<file path="src/rtl/hazard_scoreboard_pkg.sv">
// rtl/hazard_scoreboard_pkg.sv - shared opcode, funct, Tnew/Tuse encodings and stage entry type
package hazard_scoreboard_pkg;

  // Primary opcodes
  localparam logic [5:0] OP_SPECIAL = 6'h00;
  localparam logic [5:0] OP_REGIMM  = 6'h01;
  localparam logic [5:0] OP_J       = 6'h02;
  localparam logic [5:0] OP_JAL     = 6'h03;
  localparam logic [5:0] OP_BEQ     = 6'h04;
  localparam logic [5:0] OP_BNE     = 6'h05;
  localparam logic [5:0] OP_BLEZ    = 6'h06;
  localparam logic [5:0] OP_BGTZ    = 6'h07;
  localparam logic [5:0] OP_ADDI    = 6'h08;
  localparam logic [5:0] OP_ADDIU   = 6'h09;
  localparam logic [5:0] OP_SLTI    = 6'h0a;
  localparam logic [5:0] OP_SLTIU   = 6'h0b;
  localparam logic [5:0] OP_ANDI    = 6'h0c;
  localparam logic [5:0] OP_ORI     = 6'h0d;
  localparam logic [5:0] OP_XORI    = 6'h0e;
  localparam logic [5:0] OP_LUI     = 6'h0f;
  localparam logic [5:0] OP_LB      = 6'h20;
  localparam logic [5:0] OP_LH      = 6'h21;
  localparam logic [5:0] OP_LW      = 6'h23;
  localparam logic [5:0] OP_LBU     = 6'h24;
  localparam logic [5:0] OP_LHU     = 6'h25;
  localparam logic [5:0] OP_SB      = 6'h28;
  localparam logic [5:0] OP_SH      = 6'h29;
  localparam logic [5:0] OP_SW      = 6'h2b;

  // SPECIAL funct codes
  localparam logic [5:0] FN_SLL   = 6'h00;
  localparam logic [5:0] FN_SRL   = 6'h02;
  localparam logic [5:0] FN_SRA   = 6'h03;
  localparam logic [5:0] FN_SLLV  = 6'h04;
  localparam logic [5:0] FN_SRLV  = 6'h06;
  localparam logic [5:0] FN_SRAV  = 6'h07;
  localparam logic [5:0] FN_JR    = 6'h08;
  localparam logic [5:0] FN_JALR  = 6'h09;
  localparam logic [5:0] FN_MOVZ  = 6'h0a;
  localparam logic [5:0] FN_MFHI  = 6'h10;
  localparam logic [5:0] FN_MTHI  = 6'h11;
  localparam logic [5:0] FN_MFLO  = 6'h12;
  localparam logic [5:0] FN_MTLO  = 6'h13;
  localparam logic [5:0] FN_MULT  = 6'h18;
  localparam logic [5:0] FN_MULTU = 6'h19;
  localparam logic [5:0] FN_DIV   = 6'h1a;
  localparam logic [5:0] FN_DIVU  = 6'h1b;
  localparam logic [5:0] FN_ADD   = 6'h20;
  localparam logic [5:0] FN_ADDU  = 6'h21;
  localparam logic [5:0] FN_SUB   = 6'h22;
  localparam logic [5:0] FN_SUBU  = 6'h23;
  localparam logic [5:0] FN_AND   = 6'h24;
  localparam logic [5:0] FN_OR    = 6'h25;
  localparam logic [5:0] FN_XOR   = 6'h26;
  localparam logic [5:0] FN_NOR   = 6'h27;
  localparam logic [5:0] FN_SLT   = 6'h2a;
  localparam logic [5:0] FN_SLTU  = 6'h2b;

  // Tnew: cycles until the result can be forwarded
  localparam logic [1:0] TNEW_0 = 2'd0;
  localparam logic [1:0] TNEW_1 = 2'd1;
  localparam logic [1:0] TNEW_2 = 2'd2;

  // Tuse: cycles until the operand is consumed; 3 marks an unused operand
  localparam logic [1:0] TUSE_0    = 2'd0;
  localparam logic [1:0] TUSE_1    = 2'd1;
  localparam logic [1:0] TUSE_2    = 2'd2;
  localparam logic [1:0] TUSE_NONE = 2'd3;

  typedef struct packed {
    logic [4:0] dest;
    logic [1:0] tnew;
  } stageEntry_t;

  // One pipeline step closer to ready, never below zero
  function automatic logic [1:0] tnewDec(input logic [1:0] t);
    return (t == TNEW_0) ? TNEW_0 : t - 2'd1;
  endfunction

endpackage

</file>
<file path="src/rtl/hazard_scoreboard_if.sv">
// rtl/hazard_scoreboard_if.sv - D-stage instruction in, stall and stage destinations out
interface hazard_scoreboard_if;
  logic [31:0] Instr_D;
  logic        stall;
  logic [4:0]  Write_E;
  logic [4:0]  Write_M;
  logic [4:0]  Write_W;
  logic [1:0]  Tnew_E;
  logic [1:0]  Tnew_M;
  logic        md_busy;

  modport master (
    output Instr_D,
    input  stall, Write_E, Write_M, Write_W, Tnew_E, Tnew_M, md_busy
  );

  modport slave (
    input  Instr_D,
    output stall, Write_E, Write_M, Write_W, Tnew_E, Tnew_M, md_busy
  );
endinterface

</file>
<file path="src/rtl/hazard_decode.sv">
// rtl/hazard_decode.sv - combinational D decode into dest, Tnew, Tuse and muldiv info
module hazard_decode
  import hazard_scoreboard_pkg::*;
#(
  parameter int MULT_CYCLES = 5,
  parameter int DIV_CYCLES  = 10
) (
  input  logic [31:0] instr,
  output logic [4:0]  dest,
  output logic [1:0]  tnew,
  output logic [1:0]  tuseRs,
  output logic [1:0]  tuseRt,
  output logic        isMd,
  output logic [3:0]  mdLen
);

  localparam logic [3:0] MULT_LEN = 4'(MULT_CYCLES);
  localparam logic [3:0] DIV_LEN  = 4'(DIV_CYCLES);

  logic [5:0] op;
  logic [5:0] fn;
  logic [4:0] rt;
  logic [4:0] rd;
  logic [4:0] rawDest;

  assign op = instr[31:26];
  assign fn = instr[5:0];
  assign rt = instr[20:16];
  assign rd = instr[15:11];

  // rs and shamt only matter to the scoreboard compare, not to classification
  logic unusedFields;
  assign unusedFields = ^{instr[25:21], instr[10:6]};

  // Classify the instruction; a $0 destination collapses to an empty entry
  always_comb begin
    rawDest = '0;
    dest    = '0;
    tnew    = TNEW_0;
    tuseRs  = TUSE_NONE;
    tuseRt  = TUSE_NONE;
    isMd    = 1'b0;
    mdLen   = '0;
    case (op)
      OP_SPECIAL: begin
        case (fn)
          FN_ADDU, FN_SUBU, FN_ADD, FN_SUB, FN_AND, FN_OR, FN_XOR, FN_NOR,
          FN_SLT, FN_SLTU, FN_SLLV, FN_SRLV, FN_SRAV, FN_MOVZ: begin
            rawDest = rd; tnew = TNEW_1; tuseRs = TUSE_1; tuseRt = TUSE_1;
          end
          FN_SLL, FN_SRL, FN_SRA: begin
            rawDest = rd; tnew = TNEW_1; tuseRt = TUSE_1;
          end
          FN_MFHI, FN_MFLO: begin
            rawDest = rd; tnew = TNEW_1; isMd = 1'b1;
          end
          FN_MTHI, FN_MTLO: begin
            tuseRs = TUSE_1; isMd = 1'b1;
          end
          FN_MULT, FN_MULTU: begin
            tuseRs = TUSE_1; tuseRt = TUSE_1; isMd = 1'b1; mdLen = MULT_LEN;
          end
          FN_DIV, FN_DIVU: begin
            tuseRs = TUSE_1; tuseRt = TUSE_1; isMd = 1'b1; mdLen = DIV_LEN;
          end
          FN_JR: tuseRs = TUSE_0;
          FN_JALR: begin
            rawDest = rd; tnew = TNEW_0; tuseRs = TUSE_0;
          end
          default: ;
        endcase
      end
      OP_ORI, OP_ANDI, OP_XORI, OP_ADDI, OP_ADDIU, OP_SLTI, OP_SLTIU: begin
        rawDest = rt; tnew = TNEW_1; tuseRs = TUSE_1;
      end
      OP_LUI: begin
        rawDest = rt; tnew = TNEW_1;
      end
      OP_LW, OP_LB, OP_LBU, OP_LH, OP_LHU: begin
        rawDest = rt; tnew = TNEW_2; tuseRs = TUSE_1;
      end
      OP_SW, OP_SH, OP_SB: begin
        tuseRs = TUSE_1; tuseRt = TUSE_2;
      end
      OP_BEQ, OP_BNE: begin
        tuseRs = TUSE_0; tuseRt = TUSE_0;
      end
      OP_BGTZ, OP_BLEZ, OP_REGIMM: tuseRs = TUSE_0;
      OP_JAL: begin
        rawDest = 5'd31; tnew = TNEW_0;
      end
      default: ;
    endcase
    dest = rawDest;
    if (rawDest == '0) tnew = TNEW_0;
  end

endmodule

</file>
<file path="src/rtl/hazard_scoreboard.sv">
// rtl/hazard_scoreboard.sv - E/M/W destination tracking, D-stage stall and HI/LO busy counter
module hazard_scoreboard
  import hazard_scoreboard_pkg::*;
#(
  parameter int MULT_CYCLES = 5,
  parameter int DIV_CYCLES  = 10
) (
  input  logic              clk,
  input  logic              reset,
  hazard_scoreboard_if.slave bus
);

  logic [4:0]  decDest;
  logic [1:0]  decTnew;
  logic [1:0]  decTuseRs;
  logic [1:0]  decTuseRt;
  logic        decIsMd;
  logic [3:0]  decMdLen;

  logic [4:0]  srcRs;
  logic [4:0]  srcRt;

  stageEntry_t stageE;
  stageEntry_t stageM;
  logic [4:0]  destW;
  logic [3:0]  mdCnt;

  logic        mdBusy;
  logic        dataStall;
  logic        mdStall;
  logic        stallD;

  hazard_decode #(
    .MULT_CYCLES(MULT_CYCLES),
    .DIV_CYCLES (DIV_CYCLES)
  ) uDecode (
    .instr (bus.Instr_D),
    .dest  (decDest),
    .tnew  (decTnew),
    .tuseRs(decTuseRs),
    .tuseRt(decTuseRt),
    .isMd  (decIsMd),
    .mdLen (decMdLen)
  );

  assign srcRs = bus.Instr_D[25:21];
  assign srcRt = bus.Instr_D[20:16];

  // An operand needs a stall when its producer is in flight and not ready by its use time
  function automatic logic srcHazard(input logic [4:0] src, input logic [1:0] tuse,
                                     input stageEntry_t e);
    return (e.dest != '0) && (e.dest == src) && (tuse < e.tnew);
  endfunction

  // W is omitted: its Tnew has always reached zero
  always_comb begin
    mdBusy    = (mdCnt != '0);
    dataStall = srcHazard(srcRs, decTuseRs, stageE) | srcHazard(srcRt, decTuseRt, stageE) |
                srcHazard(srcRs, decTuseRs, stageM) | srcHazard(srcRt, decTuseRt, stageM);
    mdStall   = decIsMd & mdBusy;
    stallD    = dataStall | mdStall;
  end

  // Advance the stage entries every cycle; a stalled D instruction becomes a bubble in E
  always_ff @(posedge clk or negedge reset) begin
    if (!reset) begin
      stageE <= '0;
      stageM <= '0;
      destW  <= '0;
    end else begin
      stageE <= stallD ? '0 : stageEntry_t'{dest: decDest, tnew: decTnew};
      stageM <= stageEntry_t'{dest: stageE.dest, tnew: tnewDec(stageE.tnew)};
      destW  <= stageM.dest;
    end
  end

  // Busy counter reloads only when a mult/div actually leaves D
  always_ff @(posedge clk or negedge reset) begin
    if (!reset) begin
      mdCnt <= '0;
    end else if (!stallD && (decMdLen != '0)) begin
      mdCnt <= decMdLen;
    end else if (mdCnt != '0) begin
      mdCnt <= mdCnt - 4'd1;
    end
  end

  assign bus.stall   = stallD;
  assign bus.Write_E = stageE.dest;
  assign bus.Write_M = stageM.dest;
  assign bus.Write_W = destW;
  assign bus.Tnew_E  = stageE.tnew;
  assign bus.Tnew_M  = stageM.tnew;
  assign bus.md_busy = mdBusy;

endmodule

</file>
<file path="src/flat_wrapper.sv">
// flat-port wrapper written by rule: the top's interface ports become plain ports
module hazard_scoreboard_flat import hazard_scoreboard_pkg::*;
#(
  parameter int MULT_CYCLES = 5,
  parameter int DIV_CYCLES  = 10
)
  (clk, reset, bus_Instr_D, bus_stall, bus_Write_E, bus_Write_M, bus_Write_W, bus_Tnew_E, bus_Tnew_M, bus_md_busy);
  hazard_scoreboard_if bus_i ();
  input  logic clk;
  input  logic reset;
  input wire logic [$bits(bus_i.Instr_D)-1:0] bus_Instr_D;
  output wire logic [$bits(bus_i.stall)-1:0] bus_stall;
  output wire logic [$bits(bus_i.Write_E)-1:0] bus_Write_E;
  output wire logic [$bits(bus_i.Write_M)-1:0] bus_Write_M;
  output wire logic [$bits(bus_i.Write_W)-1:0] bus_Write_W;
  output wire logic [$bits(bus_i.Tnew_E)-1:0] bus_Tnew_E;
  output wire logic [$bits(bus_i.Tnew_M)-1:0] bus_Tnew_M;
  output wire logic [$bits(bus_i.md_busy)-1:0] bus_md_busy;
  assign bus_i.Instr_D = bus_Instr_D;
  assign bus_stall = bus_i.stall;
  assign bus_Write_E = bus_i.Write_E;
  assign bus_Write_M = bus_i.Write_M;
  assign bus_Write_W = bus_i.Write_W;
  assign bus_Tnew_E = bus_i.Tnew_E;
  assign bus_Tnew_M = bus_i.Tnew_M;
  assign bus_md_busy = bus_i.md_busy;
  hazard_scoreboard #(.MULT_CYCLES(MULT_CYCLES), .DIV_CYCLES(DIV_CYCLES)) u_core (.clk(clk), .reset(reset), .bus(bus_i));
endmodule
</file>
<file path="config.mk">
export PLATFORM = sky130hd
export DESIGN_NAME = hazard_scoreboard_flat
export DESIGN_NICKNAME = d
export VERILOG_FILES = /design/src/rtl/hazard_scoreboard_pkg.sv /design/src/rtl/hazard_scoreboard_if.sv /design/src/rtl/hazard_decode.sv /design/src/rtl/hazard_scoreboard.sv /design/src/flat_wrapper.sv
export SDC_FILE = /design/constraint.sdc
export NUM_CORES = 1
export LEC_CHECK = 0
export ABC_CLOCK_PERIOD_IN_PS = 9650
export BUFFER_PORTS_ARGS = -buffer_cell sky130_fd_sc_hd__buf_2
export CAP_MARGIN = 20
export CORE_ASPECT_RATIO = 1.2
export CORE_MARGIN = 4
export CORE_UTILIZATION = 54
export DETAILED_ROUTE_END_ITERATION = 16
export PLACE_DENSITY = 0.89
export SLEW_MARGIN = 20
export SYNTH_ARGS = -nofsm -noshare
export SYNTH_HDL_FRONTEND = slang
export SYNTH_SLANG_ARGS = --single-unit
</file>
<file path="constraint.sdc">
create_clock -name clk -period 9.65 [get_ports clk]
set_input_delay 1.4475 -clock clk [delete_from_list [all_inputs] [get_ports clk]]
set_output_delay 1.4475 -clock clk [all_outputs]
set_load 0.005 [all_outputs]
</file>
Word level (Yosys, flattened, before mapping)
Cells that the tools add are included.
Storage, ports and cells
  output and inout port bits: 21
  bits in registers: 23
  logic and storage cells: 120
Cells by class
  reduce and logical (&&, ||, !) cells: 34
  multiplexer cells: 17
  equality and inequality tests: 52
  add/sub/neg operators: 2
  $lt $le $gt $ge: 4
  bitwise logic cells: 5
Operators with widths (number)
  $eq A6 B6 Y1 const B: 18
  $eq A6 B4 Y1 const B: 11
  $eq A6 B5 Y1 const B: 8
  $eq A6 B3 Y1 const B: 7
  $reduce_or A20 Y1: 2
  $reduce_or A21 Y1: 1
  $eq A5 B5 Y1: 4
  $reduce_or A19 Y1: 1
  $eq A6 B2 Y1 const B: 3
  $pmux W2 S3: 3
  $reduce_or A8 Y1: 2
  $pmux W5 S3: 1
  $reduce_or A15 Y1: 1
  $reduce_or A13 Y1: 1
  $logic_not A6 Y1: 2
  $mux W4: 3
  $reduce_bool A5 Y1: 2
  $reduce_or A5 Y1: 2
  $logic_and A1 B1 Y1: 9
  $lt A2 B2 Y1: 4
  $pmux W4 S2: 1
  $reduce_bool A4 Y1: 2
  $reduce_or A2 Y1: 4
  $mux W7: 1
  other kinds (14): 21

Logic depth before layout (Yosys ltp)
  depth in word-level cells: 13
  depth in mapped cells: 13

By module
Synthesis repeated with hierarchy kept, for this count alone.
Unflattened totals
  cells, all modules: 192
  area, all modules: 1716.6 µm²
By module, submodules not included
  hazard_scoreboard: times used 1, cells each 103, seq. area each 575.6 µm², area an instance 1174.9 µm²
  hazard_decode: times used 1, cells each 89, seq. area each 0.0 µm², area an instance 541.8 µm²

Worst setup path before layout
OpenSTA, ideal clock, no wires.
  path type: input-to-output
  start: in bus_Instr_D[29]
  end: out bus_stall
  slack: 4.338 ns
  stages on the path: 12
  data arrival time: 3.864 ns
  data required time: 8.203 ns
  path through: clkbuf_1 or4_4 nor3_4 nand4_2 o211ai_1 o41ai_1 ha_1 o311ai_0 nand4_1 o211ai_1 or3_1 buf_6
On the way
  longest elaborated chain between the ends: 9
  elaborated cells on any way between the ends: 41
RTL lines
  from (decl): line flat_wrapper.sv:11  | input wire logic [$bits(bus_i.Instr_D)-1:0] bus_Instr_D;
  $eq A6 B6 Y1 (tied with other cells): line hazard_decode.sv:44  | case (op)
  $reduce_or A15 Y1 (no line) (tied with other cells)
  $pmux W2 S3: line hazard_decode.sv:44
  $lt A2 B2 Y1: line hazard_scoreboard.sv:52  | return (e.dest != '0) && (e.dest == src) && (tuse < e.tnew);
  $logic_and A1 B1 Y1: line hazard_scoreboard.sv:52
  $or A1 B1 Y1 (2 in series): line hazard_scoreboard.sv:58  | dataStall = srcHazard(srcRs, decTuseRs, stageE) | srcHazard(srcRt, decTuseRt, stageE) |
  $or A1 B1 Y1: line hazard_scoreboard.sv:59  | srcHazard(srcRs, decTuseRs, stageM) | srcHazard(srcRt, decTuseRt, stageM);
  $or A1 B1 Y1 (*): line hazard_scoreboard.sv:61  | stallD = dataStall | mdStall;
  to (decl): line flat_wrapper.sv:12  | output wire logic [$bits(bus_i.stall)-1:0] bus_stall;
Mark *: on every way between the ends. The rest lies on a longest branch, timed or not.

Final worst setup path
  start: in bus_Instr_D[30]
  end: out bus_stall
The elaborated chain is that of the path after synthesis.

==> impl_metrics.yaml <==
worst_setup_path:
  r2r_setup_slack_ns: 7.44
  cpPeakStageDelay_ns: 0.56
  cp-end-kind: "output port"
  r2r_start: "u_core.bus.Tnew_E[1]$_DFF_PN0_"
  criticalPathCategory: "in -> out"
  r2r-end: "u_core.bus.Tnew_E[1]$_DFF_PN0_"
  crit_fanout: 11
  cp-start-kind: "primary input"
  critPathSlowestCell: "or4_4"
  worst_ep_arrival_time_ns: 4.32
  cp_cell_sequence: "buf_2 -> or4_4 -> nor3_4 -> nand4_2 -> o211ai_1 -> o41ai_1 -> ha_1 -> o311ai_0 -> nand4_1 -> o211ai_1 -> or3_1 -> buf_2"
  critPathTopFamily: "simple AND/OR/NAND/NOR gates"
  path_buf_inv: 2
  r2r_cells: 7
  worstPathRequired_ns: 8.20
routing:
  routed_wl_mm: 3.73
  drc: 0
  drt_iter0_markers: 43
  routed_via_density: 5.85
  ant_nets: 0
  vias: 1550
  wire_per_inst_um: 14.1
  drt_first_pass_iters: 4
status:
  status: "completed"
timing:
  setup_viol: 0
  tightest_slew_ns: 0.506
  clock_skew_ns: 0.00715
  drv_slew: 0
  layout_setup_ws_ns: 3.88
  rsz0062_at_grt: "no"
  period_needed_ns: 5.77
  finalHoldViolations: 0
  fin_crit_sh_pct: 59.8
  relSlewSlack_pct: 66.3
  fmax_mhz: 173
  timing.setup.tns_ns: 0
global_routing:
  gr-usage-all-layers_pct: 19.3
  busiest_layer: "met2"
  grt_overflow: 0
  grtUsageMet3_pct: 1.68
  grtUsageMet2_pct: 35.1
  grt_pass1_wl_mm: 6.11
  grt_antenna_before_repair: 0
  grt_pass1_vias: 1439
  met1_usage_pct: 23.8
  grt_start_max_net_pins: 24
clocking:
  cts.sinks: 23
  clock_path_buffers: 2
  postCtsHoldBufs: 0
  clock_latency_ns: 0.31
  cts_root_buffer: "clkbuf_4"
  htreeDepth: 1
  postCtsSetupBuffers: 0
  cts_buffers: 3
  tritoncts: "yes"
  cts_resized: 0
  path_clk_slew_ns: 0.13
min_path:
  min-delay-start: "u_core.bus.Write_M[2]$_DFF_PN0_"
  holdPathEnd: "u_core.bus.Write_W[2]$_DFF_PN0_"
  min_path_type: "reg -> reg"
  holdPathStages: 0
job:
  drv_cap: 0
placement:
  post-place-ws_ns: 3.88
  hpwl_mm: 3.03
  post_dp_cell_area_mm2: 0.00191
  gp_congestion: 0.831
  io_buffers: 49
synth:
  ys_top_cells_by_area: "dfrtp_1, xor2_1, ha_1"
  ys_seq_area_share_pct: 34.8
  syn_avg_cell_area_um2: 9.13
  synth-edff-count: 0
  synth_nets: 221
  synth_cell_types: 45
  synth_common_cells: "dfrtp_1, nor2_1, xor2_1, inv_1"
  synth.most_common_cell: "dfrtp_1"
  syn_area_mm2: 0.00165
  yosysWarnings: 0
  yosysTopAreaCell: "dfrtp_1"
  async_reset_ff_share_pct: 100
  synthCells: 181
  ys_ff_latch: 23
  synth_ff_type: "dfrtp_1"
  yosys.area.top_type_share_pct: 34.8
floorplanning:
  dieWidth_um: 58.5
  io_pins: 55
  initial_core_util_pct: 57.7
  die_height_um: 68.6
  die_area_mm2: 0.00401
  fp.coreArea_mm2: 0.00286
  num_rows: 21
final_layout:
  diodes: 0
  nets: 272
  syn2layout_area_growth_pct: 17.5
  drive_above_1_share_pct: 26.8
  final_area_mm2: 0.00194
  fin_util_pct: 67.8
pwr:
  powerDensity_mw_per_mm2: 126
  power_leakage_nw: 0.980
  ir_drop_mv: 0.0813
-- per-layer routing --
layer,share of wire [%],up-vias
li1,-,765
met2,50,61
met4,1.7,0
met5,0,-
met3,6.6,6
met1,42,718
-- worst max-delay path by stage --
stage,from,end,slack (ns),cells past startpoint
after floorplan,bus_Instr_D[29],bus_stall,4.34,12
after global placement,bus_Instr_D[30],bus_stall,3.91,12
after detailed placement,bus_Instr_D[30],bus_stall,3.88,12
after CTS,bus_Instr_D[30],bus_stall,3.88,12
after global routing,bus_Instr_D[30],bus_stall,3.66,12
final,bus_Instr_D[30],bus_stall,3.88,12
-- power breakdown --
| part | internal (mW) | leakage [nW] | switching [mW] | total, mW |
|---|---|---|---|---|
| Clock | 0.0155 | 0.0177 | 0.0289 | 0.0444 |
| Sequential | 0.109 | 0.307 | 0.00948 | 0.118 |
| Combinational | 0.0385 | 0.656 | 0.0439 | 0.0824 |
| Total | 0.163 | 0.980 | 0.0823 | 0.245 |
-- cell families (layout without fill, tap and decap cells) --
group	Yosys count	in the layout	share of synthesized area [%]
xor gates and xnor gates	22	22	11.7
DFF	23	23	34.8
AOI/OAI and AO/OA	42	42	18.5
muxes	3	3	1.82
buffers and inverters	15	65	4.31
adders and majority gates	6	6	4.54
and+or+nand+nor	70	70	24.3
-- state kept, by name (all words and copies together) (netlist names) --
| name | count |
|---|---|
| u_core.bus.Tnew_E | 2 |
| u_core.bus.Tnew_M | 2 |
| u_core.bus.Write_E | 5 |
| u_core.bus.Write_M | 5 |
| u_core.bus.Write_W | 5 |
| u_core.mdCnt | 4 |
-- layout by cell type (no fill, tap or decap), types with 2 or more instances in the layout --
cell type	synthesis	routed
buf_2	0	49
dfrtp_1	23	23
nor2_1	20	20
xor2_1	19	19
inv_1	12	12
nand2_1	9	9
o21ai_0	9	9
nand3_1	6	6
a21oi_1	6	6
ha_1	6	6
or3_1	5	5
nor3_1	5	5
a2bb2oi_1	5	5
nor4_1	4	4
nand4_1	4	4
nand2b_1	3	3
o211ai_1	3	3
a211oi_1	3	3
xnor2_1	3	3
mux2i_1	3	3
clkbuf_4	0	3
nor2b_1	2	2
a31oi_1	2	2
and2_1	2	2
o211a_1	2	2
a21o_1	2	2
a22o_1	2	2
-- through the flow --
| stage | instances | hold WS [ns] | total power, mW |
|---|---|---|---|
| floorplan | 181 | 0.466 | 0.174 |
| global placement | 261 | 0.462 | 0.200 |
| detailed placement | 261 | 0.471 | 0.202 |
| CTS | 265 | 0.499 | 0.245 |
| global route | 265 | 0.525 | 0.263 |
| finish | 265 | 0.499 | 0.245 |
-- area by class of cell --
cell class / instances / area, um^2
Clock buffer: 3 / 22.5
Clock inverter: 1 / 5.00
Fill cell: 239 / 922
Inverter: 12 / 45.0
Multi-Input combinational cell: 143 / 1010
Sequential cell: 23 / 576
Tap cell: 34 / 42.5
Timing Repair Buffer: 49 / 245
Power figures use the tool's default switching activity.
